===== src/rtl/led_pkg.sv =====
// Shared definitions for the LED scheduler: mode codes, FSM states and pattern helpers.
package led_pkg;

    localparam int LED_W = 4;

    typedef enum logic [1:0] {
        MODE_OFF   = 2'd0,
        MODE_FLASH = 2'd1,
        MODE_RUN   = 2'd2,
        MODE_SOLID = 2'd3
    } mode_t;

    typedef enum logic {
        ST_IDLE = 1'b0,
        ST_RUN  = 1'b1
    } state_t;

    function automatic logic [LED_W-1:0] load_pattern(input mode_t mode);
        case (mode)
            MODE_FLASH: load_pattern = 4'b1111;
            MODE_RUN:   load_pattern = 4'b0001;
            MODE_SOLID: load_pattern = 4'b1111;
            default:    load_pattern = 4'b0000;
        endcase
    endfunction

    // Single pattern step applied on each tick; OFF and SOLID are static.
    function automatic logic [LED_W-1:0] step_pattern(input mode_t mode,
                                                      input logic [LED_W-1:0] pat);
        case (mode)
            MODE_FLASH: step_pattern = ~pat;
            MODE_RUN:   step_pattern = {pat[LED_W-2:0], pat[LED_W-1]};
            default:    step_pattern = pat;
        endcase
    endfunction

endpackage


===== src/rtl/led_tick_gen.sv =====
// Free-running divider producing a one-cycle tick every CLK_FREQ/TICK_HZ clocks.
module led_tick_gen #(
    parameter int CLK_FREQ = 50_000_000,
    parameter int TICK_HZ  = 10
) (
    input  logic sys_clk,
    input  logic rst_n,
    input  logic clr,
    output logic tick
);

    localparam int TICK_DIV = CLK_FREQ / TICK_HZ;
    localparam int CNT_W    = (TICK_DIV > 1) ? $clog2(TICK_DIV) : 1;
    localparam logic [CNT_W-1:0] LAST = CNT_W'(TICK_DIV - 1);

    logic [CNT_W-1:0] tick_cnt;

    always_ff @(posedge sys_clk or negedge rst_n) begin
        if (!rst_n) begin
            tick_cnt <= '0;
        end else if (clr || tick_cnt == LAST) begin
            tick_cnt <= '0;
        end else begin
            tick_cnt <= tick_cnt + 1'b1;
        end
    end

    assign tick = (tick_cnt == LAST);

endmodule


===== src/rtl/led_sched_ctrl.sv =====
// Fixed-priority LED bank scheduler with minimum dwell before preemption.
module led_sched_ctrl
    import led_pkg::*;
#(
    parameter int CLK_FREQ   = 50_000_000,
    parameter int TICK_HZ    = 10,
    parameter int HOLD_TICKS = 20,
    parameter int N_REQ      = 3
) (
    input  logic               sys_clk,
    input  logic               rst_n,
    input  logic [N_REQ-1:0]   req,
    input  logic [2*N_REQ-1:0] req_mode,
    output logic [LED_W-1:0]   led,
    output logic [N_REQ-1:0]   grant,
    output logic               active
);

    localparam int IDX_W   = (N_REQ > 1) ? $clog2(N_REQ) : 1;
    localparam int DWELL_W = $clog2(HOLD_TICKS + 1);
    localparam logic [DWELL_W-1:0] DWELL_MAX = DWELL_W'(HOLD_TICKS);

    state_t             state, state_nxt;
    logic [IDX_W-1:0]   owner;
    logic [IDX_W-1:0]   arb_idx;
    logic               arb_any;
    logic [IDX_W-1:0]   load_idx;
    logic               load;
    mode_t              mode_q;
    mode_t              new_mode;
    logic [DWELL_W-1:0] dwell_cnt;
    logic               dwell_done;
    logic               tick;

    // Lowest set index wins; scanning downward leaves the smallest index last.
    always_comb begin
        arb_idx = '0;
        arb_any = 1'b0;
        for (int i = N_REQ - 1; i >= 0; i--) begin
            if (req[i]) begin
                arb_idx = IDX_W'(i);
                arb_any = 1'b1;
            end
        end
    end

    assign dwell_done = (dwell_cnt == DWELL_MAX);

    always_ff @(posedge sys_clk or negedge rst_n) begin
        if (!rst_n) begin
            state <= ST_IDLE;
        end else begin
            state <= state_nxt;
        end
    end

    always_comb begin
        state_nxt = state;
        load      = 1'b0;
        load_idx  = arb_idx;
        case (state)
            ST_IDLE: begin
                if (arb_any) begin
                    state_nxt = ST_RUN;
                    load      = 1'b1;
                end
            end
            ST_RUN: begin
                if (!req[owner]) begin
                    if (arb_any) begin
                        load = 1'b1;
                    end else begin
                        state_nxt = ST_IDLE;
                    end
                end else if (arb_idx < owner && dwell_done) begin
                    load = 1'b1;
                end
            end
            default: state_nxt = ST_IDLE;
        endcase
    end

    assign new_mode = mode_t'(req_mode[{load_idx, 1'b0} +: 2]);

    // A switch in the same cycle as a tick takes precedence: reload, no step.
    always_ff @(posedge sys_clk or negedge rst_n) begin
        if (!rst_n) begin
            owner     <= '0;
            grant     <= '0;
            mode_q    <= MODE_OFF;
            led       <= '0;
            dwell_cnt <= '0;
        end else if (load) begin
            owner     <= load_idx;
            grant     <= N_REQ'(1) << load_idx;
            mode_q    <= new_mode;
            led       <= load_pattern(new_mode);
            dwell_cnt <= '0;
        end else if (state_nxt == ST_IDLE) begin
            grant     <= '0;
            led       <= '0;
            dwell_cnt <= '0;
        end else if (tick) begin
            led <= step_pattern(mode_q, led);
            if (!dwell_done) begin
                dwell_cnt <= dwell_cnt + 1'b1;
            end
        end
    end

    assign active = (state == ST_RUN);

    led_tick_gen #(
        .CLK_FREQ (CLK_FREQ),
        .TICK_HZ  (TICK_HZ)
    ) u_tick (
        .sys_clk (sys_clk),
        .rst_n   (rst_n),
        .clr     (load || state != ST_RUN),
        .tick    (tick)
    );

endmodule


===== config.mk =====
export PLATFORM = sky130hd
export DESIGN_NAME = led_sched_ctrl
export DESIGN_NICKNAME = d
export VERILOG_FILES = /design/src/rtl/led_pkg.sv /design/src/rtl/led_tick_gen.sv /design/src/rtl/led_sched_ctrl.sv
export SDC_FILE = /design/constraint.sdc
export NUM_CORES = 1
export LEC_CHECK = 0
export ABC_CLOCK_PERIOD_IN_PS = 6600
export CELL_PAD_IN_SITES_DETAIL_PLACEMENT = 1
export CELL_PAD_IN_SITES_GLOBAL_PLACEMENT = 1
export CORE_ASPECT_RATIO = 0.6
export CORE_MARGIN = 2
export CORE_UTILIZATION = 48
export DETAILED_ROUTE_END_ITERATION = 8
export PLACE_DENSITY_LB_ADDON = 0.1
export SLEW_MARGIN = 40
export SYNTH_ARGS = -nofsm -noshare
export SYNTH_HDL_FRONTEND = slang
export SYNTH_SLANG_ARGS = --single-unit

===== constraint.sdc =====
create_clock -name sys_clk -period 6.6 [get_ports sys_clk]
set_input_delay 1.32 -clock sys_clk [delete_from_list [all_inputs] [get_ports sys_clk]]
set_output_delay 1.32 -clock sys_clk [all_outputs]
set_load 0.03 [all_outputs]

# ---- Word-level counts from Yosys, hierarchy flattened
# Index checks and enable logic that the tools add are counted.
dict set report op_classes {
  add_sub_neg 2
  magnitude_cmp 2
  n_eq_ne 11
  shift 2
  muxes 26
  bitwise 2
  reduce_logical 6
}
# cell count
set op_table {}
lappend op_table {{$add 23x1->23 const B} 1}
lappend op_table {{$eq 23x23->1 const B} 1}
lappend op_table {{$mux 23} 1}
lappend op_table {{$mux 5} 4}
lappend op_table {{$pmux 4 s2} 2}
lappend op_table {{$mux 4} 3}
lappend op_table {{$mux 1} 8}
lappend op_table {{$eq 2x2->1 const B} 3}
lappend op_table {{$mux 2} 3}
lappend op_table {{$mux 3} 2}
lappend op_table {{$shiftx 6x4->2} 1}
lappend op_table {{$add 5x1->5 const B} 1}
lappend op_table {{$eq 5x5->1 const B} 1}
lappend op_table {{$eq 2x1->1 const B} 2}
lappend op_table {{$ne 4x1->1 const B} 1}
lappend op_table {{$not 4->4} 1}
lappend op_table {{$pmux 1 s2} 2}
lappend op_table {{$reduce_and 2->1} 2}
lappend op_table {{$lt 2x3->1 const B} 1}
lappend op_table {{$ne 3x1->1 const B} 1}
lappend op_table {{$ne 3x3->1 const B} 1}
lappend op_table {{$shl 1x2->3 const A} 1}
lappend op_table {{$bmux 1 s2} 1}
lappend op_table {{$logic_or 1x1->1} 2}
lappend op_table {{other kinds (5)} 5}
dict set report totals {
  reg_bits 40
  inputBits 11
  output_inout_bits 8
  elab_cells 58
}

# ---- Longest topological paths before layout
# Gate-level depths: netlist of run 1.
dict set report depth {
  word_depth 11
  ltp_mapped 8
  depth_no_buf 7
}

# ---- By module
# From an unflattened synthesis of run 1, not the netlist that was laid out.
dict set report unflattened {
  cells_unflattened 227
  hier_area_um2 2109.5
}
# mod instances cells_each area_each_um2 seq_area_each_um2
set by_module_without_submodules {}
lappend by_module_without_submodules {led_tick_gen 1 126 1158.6 575.6}
lappend by_module_without_submodules {led_sched_ctrl 1 101 950.9 425.4}

# ---- Worst setup path before layout of run 1
# OpenSTA, ideal clock, no wires.
dict set report synth_path {
  path_type {input-to-reg}
  startpoint {in req[0]}
  endpoint {reg led[1]}
  setup_ns 0.138
  arrival_ns 2.813
  required_ns 6.462
  path_slack_ns 3.649
  stages 7
  path_buffers 2
  cell_sequence {clkbuf_1 -> nor2_1 -> ha_1 -> or2_2 -> o211ai_1 -> clkbuf_1 -> o21ai_0}
}
dict set report synth_via {
  elab_chain_len 8
  elab_cells_between_ends 23
  classes_between {order compare: 1; eq/ne: 5; shift: 1; mux: 13; reduce/logical: 3}
}
# element line
set synth_lines {}
lappend synth_lines {{from (decl)} led_sched_ctrl.sv:12} ;# input logic [N_REQ-1:0] req,
lappend synth_lines {{$mux 2 (*)} led_sched_ctrl.sv:40} ;# if (req[i]) begin
lappend synth_lines {{net arb_idx[1]} led_sched_ctrl.sv:25} ;# logic [IDX_W-1:0] arb_idx;
lappend synth_lines {{$lt 2x2->1} led_sched_ctrl.sv:75} ;# end else if (arb_idx < owner && dwell_done) begin
lappend synth_lines {{$logic_and 1x1->1} led_sched_ctrl.sv:75}
lappend synth_lines {{$mux 1} led_sched_ctrl.sv:75}
lappend synth_lines {{$mux 1} led_sched_ctrl.sv:69} ;# if (!req[owner]) begin
lappend synth_lines {{$pmux 1 s2} led_sched_ctrl.sv:61} ;# case (state)
lappend synth_lines {{$ne 4x1->1 (no line) / $ne 3x1->1 (equally long branches)} -}
lappend synth_lines {{$reduce_and 2->1 (no line)} -}
lappend synth_lines {{to (signal assigned)} led_sched_ctrl.sv:97} ;# led <= load_pattern(new_mode);
lappend synth_lines {{to (signal assigned)} led_sched_ctrl.sv:104} ;# led <= step_pattern(mode_q, led);
lappend synth_lines {{to (decl)} led_sched_ctrl.sv:14} ;# output logic [LED_W-1:0] led,
# Mark *: on every way through the listed nets, which the timed path passes. The rest lies on a longest branch. The select of a mux whose other input is x is not followed.
# A chain may end at the register's enable or synchronous reset.

# ---- Worst setup path after layout of run 1
dict set report layout_path {
  startpoint {in req[1]}
  endpoint {reg led[3]}
}
dict set report layout_via {
  elab_chain_len 9
  elab_cells_between_ends 25
  classes_between {order compare: 1; eq/ne: 5; shift: 1; mux: 15; reduce/logical: 3}
}
# element line
set layout_lines {}
lappend layout_lines {{$mux 2 (*) (2 in series)} led_sched_ctrl.sv:40}
lappend layout_lines {{net arb_idx[1]} led_sched_ctrl.sv:25}
lappend layout_lines {{$lt 2x2->1} led_sched_ctrl.sv:75}
lappend layout_lines {{$logic_and 1x1->1} led_sched_ctrl.sv:75}
lappend layout_lines {{$mux 1} led_sched_ctrl.sv:75}
lappend layout_lines {{$mux 1} led_sched_ctrl.sv:69}
lappend layout_lines {{$pmux 1 s2} led_sched_ctrl.sv:61}
lappend layout_lines {{$ne 4x1->1 (no line) / $ne 3x1->1 (equally long branches)} -}
lappend layout_lines {{$reduce_and 2->1 (no line)} -}
# Marked as above.

==> results list, run 1 <==
- The run finished with clean final reports.
- Unrepaired setup endpoints after global routing: no
- Total placed instance area: 0.002375 mm^2
- Entering global routing, the biggest net connects 41 pins.
* Mean post-synth cell area: 9.621 um^2
- Port buffering added 18 buffers.
- Static timing analysis puts the maximum clock frequency at 0.2956 GHz.
- At the pin with the least slew margin, the transition time is 0.7680 ns.
* Relative slew slack: 0.4833
- When the netlist entered floorplanning its net count stood at 238.
- Placed instance count: 296
- Peak fanout along the critical path: 8
- Met2 demand-to-capacity share in global routing: 0.3394
- The number of max-slew violations in the final report was 0.
* Final non-filler cell total: 303
- Final net count: 259
- Routability-driven placement finished with a final weighted congestion of 0.8895.
- From synthesis to final layout, the design area changed by 15.70%.
- Aggregate global-route resource usage: 0.2227
- Leaving out fill and tap cells, the most frequent cell in the layout is sky130_fd_sc_hd__dfrtp_1.
* Footprint of the multi-input gates: 0.001076 mm^2
- Worst reg2reg startpoint: u_tick.tick_cnt[20]
- The routed design could run at a clock period as short as 3.383 ns.
* TritonCTS clock tree: done
- HPWL after detailed placement: 4.029 mm
- Of the total synthesized cell area, the portion taken by XOR and XNOR cells is 0.1025.
- Summed over all layers, the global routing overflow is 0.
* Layout fillers: 496
- Number of buffers added for setup after CTS: 0
* Post-synth top flop: sky130_fd_sc_hd__dfrtp_1
* Total Wirelength: 5.250 mm
- Counting instances, the worst hold path has a depth of 2.
- Power spread over the standard cell area amounts to 244.9 mW/mm^2.
- After global routing, the most crowded layer is met2.
- Final setup violation count: 0
* Quantity of hold-fixing buffers added after cts: 0
* Seq/Total Area, Yosys: 0.4687
* Hold WC Path Type: flop to flop
- For this run, the number of Yosys warnings is 0.
* Detailed Routing Iterations Pass 1: 4
* Total clock buffers created by CTS: 5
- Post-detailed-route via-to-cell ratio: 5.624
- Die extent in x: 90.12 um
- Global-route wire length before repair: 8.714 mm
* Sum of negative setup slack: 0 ns
* Post-Synthesis Cells: 222
* Leak: 1.068 nW
- For this configuration, the core starts out at a cell density of 0.5099.
* DRC Markers: 0
- Synth Area in Compound Gates: 0.08846
- Layout Cell Area excl Fill: 0.002471 mm^2
- The library cells used most frequently in the layout, excluding fill and tap cells, are sky130_fd_sc_hd__dfrtp_1 (40), sky130_fd_sc_hd__nor2_1 (35), sky130_fd_sc_hd__nand2_1 (17), sky130_fd_sc_hd__clkdlybuf4s50_1 (17), sky130_fd_sc_hd__xor2_1 (13).
- Endpoint of the worst hold-timing path: grant[0]
- The number of failing hold endpoints at the final stage came to 0.
- The repair_antennas step left the layout with diodes totalling 0.
- For the worst setup path, the data arrival time is 3.56 ns.
- In this run the remaining antenna-violating nets after routing total 0.
* Final total power: 605.2 uW
- The synthesized netlist contains 44 unique library cells.
* Start point of the worst min-delay path: grant[0]
- Maxcap violations: 0
- Average routed wire per standard cell: 17.33 um
* Multiplexer fraction of the synthesized cell area: 0.01875
- The worst setup path is captured at a flop.
- Number of rows in the core area: 18
* Count of H-tree levels built during CTS: 2
* Share of the clock period used by the worst path after layout: 0.5126
- FF+latch count, synth: 40
* Reg-to-Reg End: led[1]
- Clock tree root buffer cell: sky130_fd_sc_hd__clkbuf_8
- For met1 alone, demand over resource in global routing was 0.3194.
* Worst voltage drop across the vdd grid: 0.1211 mV
- For this design the top-level I/O count stands at 19.
* Worst Path Required: 6.78 ns
- The floorplan step defined a core boundary enclosing 0.004189 mm^2.
* Critical path startpoint category: input port
- The longest clock path from root to sink contains 2 buffers.
* Synthesized-area fraction occupied by adder cells: 0.02929
- Of the total synthesized cell area, the portion taken by AND, OR, NAND and NOR gates is 0.2648.
- DRC marker count from the first detailed-route iteration: 50
- Minimum hold slack: 0.4923 ns
- R2r setup slk: 4.21 ns
- Total Die Area: 0.005017 mm^2
- The number of global-route vias before repair is 1745.
- Count of clock tree sinks: 40
* Fraction of met3 tracks used by global routing: 0.04607
- In the final layout, flip-flops and latches occupy 0.001001 mm^2.
- Post-CTS Resized: 0
- Die Span Y: 55.67 um
- The number of antenna violations at the first check in global routing was 0.
- Total via count in the routed design: 1704
- Of all flip-flops after synthesis, the portion carrying an async set or reset was 1.000.
- Yosys mapped a number of flops with a built-in enable equal to 0.
- Critical path type: input port to flop
- For the worst-skew pair, the clock arrives at the later sink with an insertion delay of 0.29 ns.
* Register-to-Register Path Depth: 5
* Clock-pin slew reported for the worst setup and hold paths after clock tree synthesis: 0.08 ns
* Post-synthesis cell area: 0.002136 mm^2
- Fraction of layout cells with a size suffix above 1: 0.09053
- Largest family of logic cells by synthesized area: simple AND/OR/NAND/NOR gates
- Between clock sinks in the finished design, the worst skew comes to 0.006666 ns.
-- final cells by class --
type	instances	share of cell area
Multi-Input combinational cell	167	0.4354
Sequential cell	40	0.4051
Inverter	10	0.01519
Clock buffer	7	0.03899
Timing Repair Buffer	19	0.07494
Tap cell	60	0.03038
-- state kept, by name, summed over array words and instances (netlist names) --
name and cells:
grant 3, mode_q 2, active 1, led 4, owner 2, u_tick.tick_cnt 23, dwell_cnt 5
-- cells by family (layout without fill, tap and decap cells) --
group,count (synthesis),after routing
xor+xnor,25,25
compound gates,28,28
flops,40,40
buf+inv,15,36
simple gates,105,105
mux,4,4
fa+ha+maj,5,5
-- layer usage --
metal	share of wire	vias up
met4	0.011	0
met2	0.45	30
met3	0.040	6
li1	-	813
met1	0.50	855
met5	0	-
-- stage by stage --
step,util,setup WS [ns]
6_report,0.5899,3.217
5_1_grt,0.5899,3.059
4_1_cts,0.5899,3.239
3_5_place_dp,0.5669,2.937
3_3_place_gp,0.5645,2.694
2_1_floorplan,-,3.649
-- power by group --
part	total (mW)	internal, mW	switching [mW]
logic	0.145	0.0567	0.0881
registers	0.286	0.265	0.0204
clock network	0.175	0.0931	0.0817
total	0.605	0.415	0.190
-- cell usage after synthesis (2+ instances only) --
| master | number | area, um^2 |
|---|---|---|
| sky130_fd_sc_hd__ha_1 | 5 | 62.56 |
| sky130_fd_sc_hd__dfrtp_1 | 40 | 1001 |
| sky130_fd_sc_hd__nand2b_1 | 2 | 12.51 |
| sky130_fd_sc_hd__a21oi_1 | 5 | 25.02 |
| sky130_fd_sc_hd__nor4bb_1 | 2 | 20.02 |
| sky130_fd_sc_hd__nor2_1 | 35 | 131.4 |
| sky130_fd_sc_hd__nand4_1 | 7 | 43.79 |
| sky130_fd_sc_hd__a221oi_1 | 2 | 17.52 |
| sky130_fd_sc_hd__nand3_1 | 12 | 60.06 |
| sky130_fd_sc_hd__clkbuf_1 | 3 | 11.26 |
| sky130_fd_sc_hd__xnor2_1 | 12 | 105.1 |
| sky130_fd_sc_hd__a21o_1 | 2 | 15.01 |
| sky130_fd_sc_hd__and3_1 | 5 | 31.28 |
| sky130_fd_sc_hd__nand2_1 | 17 | 63.81 |
| sky130_fd_sc_hd__buf_2 | 2 | 10.01 |
| sky130_fd_sc_hd__nor4_1 | 2 | 12.51 |
| sky130_fd_sc_hd__or2_2 | 4 | 25.02 |
| sky130_fd_sc_hd__nand3b_1 | 2 | 15.01 |
| sky130_fd_sc_hd__o21ai_0 | 8 | 40.04 |
| sky130_fd_sc_hd__inv_1 | 10 | 37.54 |
| sky130_fd_sc_hd__xor2_1 | 13 | 113.9 |
| sky130_fd_sc_hd__nor3_1 | 6 | 30.03 |
| sky130_fd_sc_hd__a31oi_1 | 2 | 12.51 |
| sky130_fd_sc_hd__mux2i_1 | 4 | 40.04 |
-- worst max path at each step --
stage,slack [ns],cells past startpoint,endpoint,startpoint
4_1_cts,3.24,9,led[3],req[1]
3_3_place_gp,2.69,8,owner[0],req[1]
5_1_grt,3.06,9,led[3],req[1]
6_report,3.22,9,led[3],req[1]
3_5_place_dp,2.94,9,led[3],req[1]
2_1_floorplan,3.65,7,led[1],req[0]
-- critical path: stages --
cell and delay, ns:
sky130_fd_sc_hd__clkdlybuf4s50_1 0.60, sky130_fd_sc_hd__nand2b_1 0.17, sky130_fd_sc_hd__nor2_1 0.05, sky130_fd_sc_hd__ha_1 0.19, sky130_fd_sc_hd__or2_2 0.31, sky130_fd_sc_hd__o211ai_1 0.49, sky130_fd_sc_hd__buf_4 0.26, sky130_fd_sc_hd__a21o_2 0.10
sky130_fd_sc_hd__a21oi_1 0.06
Power figures use the tool's default switching activity.
==> run 2, diff against run 1 <==
--- a/config.mk
+++ b/config.mk
@@ -5,12 +5,12 @@
 export SDC_FILE = /design/constraint.sdc
 export NUM_CORES = 1
 export LEC_CHECK = 0
-export ABC_CLOCK_PERIOD_IN_PS = 6600
+export ABC_CLOCK_PERIOD_IN_PS = 3200
 export CELL_PAD_IN_SITES_DETAIL_PLACEMENT = 1
 export CELL_PAD_IN_SITES_GLOBAL_PLACEMENT = 1
 export CORE_ASPECT_RATIO = 0.6
 export CORE_MARGIN = 2
-export CORE_UTILIZATION = 48
+export CORE_UTILIZATION = 44
 export DETAILED_ROUTE_END_ITERATION = 8
 export PLACE_DENSITY_LB_ADDON = 0.1
 export SLEW_MARGIN = 40
==> constraint.sdc (replaced) <==
create_clock -name sys_clk -period 3.2 [get_ports sys_clk]
set_input_delay 0.64 -clock sys_clk [delete_from_list [all_inputs] [get_ports sys_clk]]
set_output_delay 0.64 -clock sys_clk [all_outputs]
set_load 0.03 [all_outputs]
==> run 2 against run 1 <==
- critical path depth down 1
- final cell count up 1.3%
- total power grew 99%
- global-route usage shrank 1.6 points
- final area is 0.30% lower
- critical path type unchanged
==> results list, run 2 (synthesis results as in run 1) <==
- Aggregate global-route resource usage: 0.2063 (was 0.2227)
* Total Wirelength: 4.987 mm (was 5.250 mm)
* TritonCTS clock tree: done (unchanged)
* Die extent in x: 93.95 um (was 90.12 um)
- Minimum period implied by the final worst setup slack: 2.636 ns
- The commonest non-fill, non-tap cell in the layout was sky130_fd_sc_hd__dfrtp_1 (unchanged).
* Peak fanout along the critical path: 7 (was 8)
- The post-route DRC violation count came to 0 (unchanged).
- Unrepaired setup endpoints after global routing: no (unchanged)
* Count of H-tree levels built during CTS: 2 (unchanged)
- Based on the critical path, the design can be clocked at up to 0.3793 GHz.
- The quantity of I/O buffers inserted on ports came to 18 (unchanged).
- Count of clock tree sinks: 40 (unchanged)
- Dividing the final minimum period by the clock period gives 0.8239.
- Result of the run: complete, no violations (unchanged).
- The number of cells in the finished layout apart from fillers is 307 (was 303).
* Quantity of hold-fixing buffers added after cts: 0 (unchanged)
- The post-CTS setup repair buffer count was 0 (unchanged).
- The worst-case vdd ir drop is 0.2220 mV (was 0.1211 mV).
* Fraction of layout cells with a size suffix above 1: 0.09016 (was 0.09053)
- Critical path type: input port to flop (unchanged)
- Syn-to-layout area delta: 15.35% (was 15.70%)
- The worst setup skew after layout was 0.009272 ns (was 0.006666 ns).
* Total placed instance area: 0.002386 mm^2 (was 0.002375 mm^2)
* Clock network latency to the later pin of the worst-skew pair: 0.29 ns (about the same)
- Worst Path Required: 3.41 ns (was 6.78 ns)
* Max reg flops: 23 (unchanged)
- The post-place setup slack is 0.2674 ns (was 2.937 ns).
- Placed instance count: 300 (was 296)
* Deepest clock path buffer count: 2 (unchanged)
* Worst path max stage delay: 0.58 ns (was 0.60 ns)
- The number of antenna violations at the first check in global routing came to 0 (unchanged).
- Number of rows in the core area: 19 (was 18)
- Final net count: 260 (was 259)
- Initial core utilization: 0.4631 (was 0.5099)
- The post-cts resize count came to 0 (unchanged).
- Global-route wire length before repair: 8.556 mm (was 8.714 mm)
- The most flop-heavy register is u_tick.tick_cnt (unchanged).
- Placeable core area: 0.004612 mm^2 (was 0.004189 mm^2)
* Worst Max-Slew Pin Slew: 0.8130 ns (was 0.7680 ns)
* Fin util: 0.5342 (was 0.5899)
- The overflow left after global routing was 0 (unchanged).
- The height of the chip is 57.97 um (was 55.67 um).
* Max-slew violation count: 0 (unchanged)
* I/O pin cnt: 19 (unchanged)
- CP arrival: 2.85 ns (was 3.56 ns)
* Detailed Routing Iterations Pass 1: 4 (unchanged)
- The post-layout total power came to 1.207 mW (was 605.2 uW).
- Antenna diode count: 0 (unchanged)
- The die area was 0.005446 mm^2 (was 0.005017 mm^2).
* Leak: 1.063 nW (was 1.068 nW)
* Final Hold Fails: 0 (unchanged)
* Critical path startpoint category: input port (unchanged)
- The worst hold path class is input port to asynchronous set/reset pin (was flop to flop).
- HPWL after detailed placement: 3.762 mm (was 4.029 mm)
* Final setup violation count: 0 (unchanged)
- The placer's final routability congestion estimate was 0.8343 (was 0.8895).
- The wire length per cell after detailed routing is 16.24 um (was 17.33 um).
* Largest regs: u_tick.tick_cnt: 23 flops, dwell_cnt: 5 flops, led: 4 flops (unchanged)
- The worst slack on hold paths is 0.3060 ns (was 0.4923 ns).
- The number of nets with antenna violations after detailed routing was 0 (unchanged).
- Clock-pin slew reported for the worst setup and hold paths after clock tree synthesis: 0.08 ns (about the same)
* Kind of end point of the critical path: flop (unchanged)
- The post-layout worst setup margin was 0.5636 ns (was 3.217 ns).
- Power per cell area: 489.8 mW/mm^2 (was 244.9 mW/mm^2)
- Total clock buffers created by CTS: 5 (unchanged)
* Relative slew slack: 0.4530 (was 0.4833)
- Maxcap violations: 0 (unchanged)
- The number of global-route vias before repair was 1765 (was 1745).
- Maximum number of pins on one net before global-route repair: 41 (unchanged)
- DRC marker count from the first detailed-route iteration: 50 (unchanged)
- Total via count in the routed design: 1683 (was 1704)
* Ordered list of cells on the worst path: clkdlybuf4s50_1 > nand2b_1 > nor2_1 > ha_1 > or2_2 > o211a_1 > or3_1 > a21oi_1 (was clkdlybuf4s50_1 > nand2b_1 > nor2_1 > ha_1 > or2_2 > o211ai_1 > buf_4 > a21o_2 > a21oi_1)
* Layout Cell Area excl Fill: 0.002464 mm^2 (was 0.002471 mm^2)
* Highest-delay cell along the critical path: sky130_fd_sc_hd__clkdlybuf4s50_1 (unchanged)
- The via-per-instance ratio is 5.482 (was 5.624).
- Sum of negative setup slack: 0 ns (unchanged)
* Clock tree root buffer cell: sky130_fd_sc_hd__clkbuf_8 (unchanged)
* Top library cells by usage in the layout, fill and taps aside: sky130_fd_sc_hd__dfrtp_1 (40), sky130_fd_sc_hd__nor2_1 (35), sky130_fd_sc_hd__nand2_1 (17), sky130_fd_sc_hd__clkdlybuf4s50_1 (17), sky130_fd_sc_hd__xor2_1 (13) (unchanged)
-- run 2: cell count changes in the layout (fill, tap and decap cells not counted) --
cell,previous run,this run
sky130_fd_sc_hd__buf_4,2,3
sky130_fd_sc_hd__clkbuf_8,7,5
sky130_fd_sc_hd__clkinv_2,0,1
sky130_fd_sc_hd__clkbuf_1,0,1
-- run 2: final cells by class --
cell class	count	area, um^2
clock buffer	6	72.57
clock inverter	1	5.005
fill	542	2148
inverter	10	37.54
multi-input combinational	167	1076
sequential	40	1001
tap	63	78.83
timing repair buffer	20	192.7
-- run 2: path summary, 6_finish.rpt --
check / from / end / slack, ns / cells after the start
max: req[1] / led[3] / 0.56 / 8
min: rst_n / u_tick.tick_cnt[18] / 0.31 / 1
max reg2reg: u_tick.tick_cnt[20] / led[0] / 0.85 / 5
min reg2reg: grant[2] / grant[2] / 0.48 / 1
max in group asynchronous: rst_n / mode_q[0] / 2.53 / 1
min in group sys_clk: grant[2] / grant[2] / 0.48 / 1
-- run 2: worst max-delay path, delay by kind of cell --
kind | cells | cell delay, ns
adders and majority gates | 1 | 0.19
and+or+nand+nor | 4 | 0.99
buffers and inverters | 1 | 0.58
AOI/OAI and AO/OA | 2 | 0.45
-- run 2: routing by layer --
metal	wire, um	track usage
met1	2458	0.2893
met4	51	0.05797
met2	2348	0.3255
met5	0	0
met3	128	0.04811
-- run 2: power by group --
part | internal (mW) | total [mW] | leakage [nW] | switching [mW]
clock network | 0.148 | 0.323 | 0.0410 | 0.174
registers | 0.547 | 0.586 | 0.537 | 0.0396
logic | 0.120 | 0.298 | 0.485 | 0.178
total | 0.815 | 1.21 | 1.06 | 0.392
==> run 3, diff against run 2 <==
--- a/config.mk
+++ b/config.mk
@@ -5,7 +5,7 @@
 export SDC_FILE = /design/constraint.sdc
 export NUM_CORES = 1
 export LEC_CHECK = 0
-export ABC_CLOCK_PERIOD_IN_PS = 3200
+export ABC_CLOCK_PERIOD_IN_PS = 2500
 export CELL_PAD_IN_SITES_DETAIL_PLACEMENT = 1
 export CELL_PAD_IN_SITES_GLOBAL_PLACEMENT = 1
 export CORE_ASPECT_RATIO = 0.6
==> constraint.sdc (replaced) <==
create_clock -name sys_clk -period 2.5 [get_ports sys_clk]
set_input_delay 0.5 -clock sys_clk [delete_from_list [all_inputs] [get_ports sys_clk]]
set_output_delay 0.5 -clock sys_clk [all_outputs]
set_load 0.03 [all_outputs]
==> run 3 against run 2 <==
- setup slack lost 0.39 ns
- largest power group unchanged
- via count grew 3.1%
- critical endpoint is now u_tick.tick_cnt[3]
- global-route usage grew 1.3 points
==> results list, run 3 (synthesis results as in run 1) <==
* Antenna diode count: 0 (unchanged)
- The worst hold path class was input port to asynchronous set/reset pin (unchanged).
- Sequential share of power: 0.447 (was 0.486)
* Final setup violation count: 0 (unchanged)
- The height of the chip came to 57.97 um (unchanged).
* Worst Path Required: 2.71 ns (was 3.41 ns)
- The critical register-to-register path startpoint was u_tick.tick_cnt[7] (was u_tick.tick_cnt[20]).
- Result of the run: complete, no violations (unchanged)
* Unrepaired setup endpoints after global routing: no (unchanged)
- The combinational cell fraction of total power came to 0.240 (was 0.247).
- The die area is 0.005446 mm^2 (unchanged).
* DRC Markers: 0 (unchanged)
- Total Wirelength: 5.514 mm (was 4.987 mm)
* Reg-to-Reg End: u_tick.tick_cnt[3] (was led[0])
- Largest regs: u_tick.tick_cnt: 23 flops, dwell_cnt: 5 flops, led: 4 flops (unchanged).
- Uppermost routed layer: met4 (unchanged)
- The multi-input gate area in the final layout came to 0.001076 mm^2 (unchanged).
- Achievable frequency: 0.4304 GHz
- The number of clock buffers inserted by TritonCTS was 5 (unchanged).
- Antenna violations before repair: 0 (unchanged)
- The leakage dissipation came to 1.121 nW (was 1.063 nW).
* Minimum period implied by the final worst setup slack: 2.323 ns
- Pint: 1.159 mW (was 815.1 uW)
* Count of H-tree levels built during CTS: 2 (unchanged)
- Top library cells by usage in the layout, fill and taps aside: sky130_fd_sc_hd__dfrtp_1 (40), sky130_fd_sc_hd__nor2_1 (35), sky130_fd_sc_hd__nand2_1 (17), sky130_fd_sc_hd__clkdlybuf4s50_1 (17), sky130_fd_sc_hd__xor2_1 (13) (unchanged)
- The switching power total came to 522.0 uW (was 391.6 uW).
- The CTS clock-pin slew for the worst setup and hold paths is 0.08 ns (about the same).
* Syn-to-layout area delta: 20.09% (was 15.35%)
- The die outline width is 93.95 um (unchanged).
* Power per cell area: 655.5 mW/mm^2 (was 489.8 mW/mm^2)
* Critical path type: input port to flop (unchanged)
- The post-place setup slack was -0.1293 ns (was 0.2674 ns).
* Post-detailed-route via-to-cell ratio: 5.476 (was 5.482)
- Register-to-Register Path Depth: 5 (unchanged)
- The wire length the detailed router placed on met1 is 2.847 mm (was 2.458 mm).
* Maxcap violations: 0 (unchanged)
- Quantity of hold-fixing buffers added after cts: 0 (unchanged)
- The layout net count is 269 (was 260).
- Smallest setup slack after layout: 0.1766 ns (was 0.5636 ns)
* Skew final: 0.006719 ns (was 0.009272 ns)
- The clock latency on the worst-skew pair was 0.29 ns (about the same).
- Number of buffers added for setup after CTS: 0 (unchanged)
* Deepest clock path buffer count: 2 (unchanged)
* Relative slew slack: 0.3721 (was 0.4530)
- DRC marker count from the first detailed-route iteration: 58 (was 50)
- The post-cts resize count is 0 (unchanged).
* Maximum number of pins on one net before global-route repair: 41 (unchanged)
- Placeable core area: 0.004612 mm^2 (unchanged)
* Layout Cell Area excl Fill: 0.002565 mm^2 (was 0.002464 mm^2)
- Aggregate global-route resource usage: 0.2189 (was 0.2063)
- Peak fanout along the critical path: 23 (was 7)
- Initial core utilization: 0.4631 (unchanged)
- The number of flip-flops in the largest register is 23 (unchanged).
- Number of port buffers: 18 (unchanged)
- Kind of end point of the critical path: flop (unchanged)
- The placer's final routability congestion estimate was 0.8865 (was 0.8343).
- Global-route wire length before repair: 9.052 mm (was 8.556 mm)
* Layout fillers: 533 (was 542)
- Total via count in the routed design: 1736 (was 1683)
- Of the available clock period, the critical path in the final layout requires 0.9294.
* Met3 WL: 151 um (was 128 um)
* Count of antenna-violating nets left after detailed routing: 0 (unchanged)
- The number of cell rows is 19 (unchanged).
- The switching portion of total power is 0.3105 (was 0.3245).
- Met2 wire length: 2.484 mm (was 2.348 mm)
- HPWL after detailed placement: 4.171 mm (was 3.762 mm)
- The placed instance area came to 0.002454 mm^2 (was 0.002386 mm^2).
- The overflow left after global routing is 0 (unchanged).
- Max-slew violation count: 0 (unchanged)
- The share of final-layout standard cells stronger than drive strength 1 was 0.1299 (was 0.09016).
- Clock share of power: 0.313 (was 0.268)
* Critical path startpoint category: input port (unchanged)
- The endpoint arrival time on the critical path was 2.54 ns (was 2.85 ns).
* Via count of the first global-routing pass: 1827 (was 1765)
- Final total power: 1.681 mW (was 1.207 mW)
- The number of failing hold endpoints at the final stage is 0 (unchanged).
* Count of clock tree sinks: 40 (unchanged)
- The worst-case vdd ir drop is 0.3023 mV (was 0.2220 mV).
- Worst Max-Slew Pin Slew: 0.9333 ns (was 0.8130 ns)
- The clock root buffer master was sky130_fd_sc_hd__clkbuf_8 (unchanged).
- The count of pins on the block boundary was 19 (unchanged).
* Detailed Routing Iterations Pass 1: 4 (unchanged)
- The register-to-register setup slack is 0.20 ns (was 0.85 ns).
- The commonest non-fill, non-tap cell in the layout is sky130_fd_sc_hd__dfrtp_1 (unchanged).
* Average routed wire per standard cell: 17.39 um (was 16.24 um)
- The register area is 0.001001 mm^2 (unchanged).
- The clock tree from TritonCTS is done (unchanged).
- Top reg by flops: u_tick.tick_cnt (unchanged)
## run 3: cell types whose count changed in the layout (fill, tap and decap cells not counted), sizes merged
cell      delta
clkbuf       -1
clkinvlp     +1
buf          +9
bufinv       +1
## run 3: worst max-delay path: stages
cell                              delay (ns)
sky130_fd_sc_hd__clkdlybuf4s50_1        0.47
sky130_fd_sc_hd__nand2b_1               0.14
sky130_fd_sc_hd__nor2_1                 0.05
sky130_fd_sc_hd__ha_1                   0.28
sky130_fd_sc_hd__o21a_1                 0.18
sky130_fd_sc_hd__o21ai_0                0.12
sky130_fd_sc_hd__a221o_2                0.60
sky130_fd_sc_hd__nor2_1                 0.20
## run 3: power by group through the flow
stage	combinational [mW]	sequential (mW)	clock [mW]
after floorplan	0.191	0.806	0
after detailed placement	0.403	0.766	0
after global routing	0.442	0.761	0.565
after global placement	0.383	0.759	0
after CTS	0.407	0.752	0.542
final	0.403	0.752	0.526
## run 3: worst max path at each step
stage | to | start | depth (start not counted) | slack (ns)
finish | u_tick.tick_cnt[3] | req[1] | 8 | 0.18
global route | u_tick.tick_cnt[3] | req[1] | 8 | 0.08
CTS | u_tick.tick_cnt[3] | req[0] | 7 | 0.17
detailed placement | u_tick.tick_cnt[3] | req[0] | 7 | -0.13
global placement | led[3] | req[0] | 7 | -0.009
floorplan | led[1] | req[0] | 7 | 0.37
## run 3: per-stage QoR
step,hold WS [ns],utilization,instances,TNS [ns]
finish,0.1746,0.5562,317,0
global route,0.2056,0.5562,317,0
CTS,0.1895,0.5562,317,0
detailed placement,0.4692,0.5320,309,-2.022
global placement,0.4495,0.5315,309,-0.009226
floorplan,0.2044,-,222,0
## run 3: area by class of cell
class	count	area share
inverters	10	0.01463
well taps	63	0.03073
repair buffers	29	0.1015
flip-flops and latches	40	0.3902
multi-input cells	167	0.4195
clock buffers	5	0.02683
clock inverters	3	0.01659
## run 3: routing by layer
layer / up-vias / GRT usage
met4: 0 / 0.06004
met2: 20 / 0.3367
met1: 878 / 0.3199
li1: 834 / -
met5: - / 0
met3: 4 / 0.04291
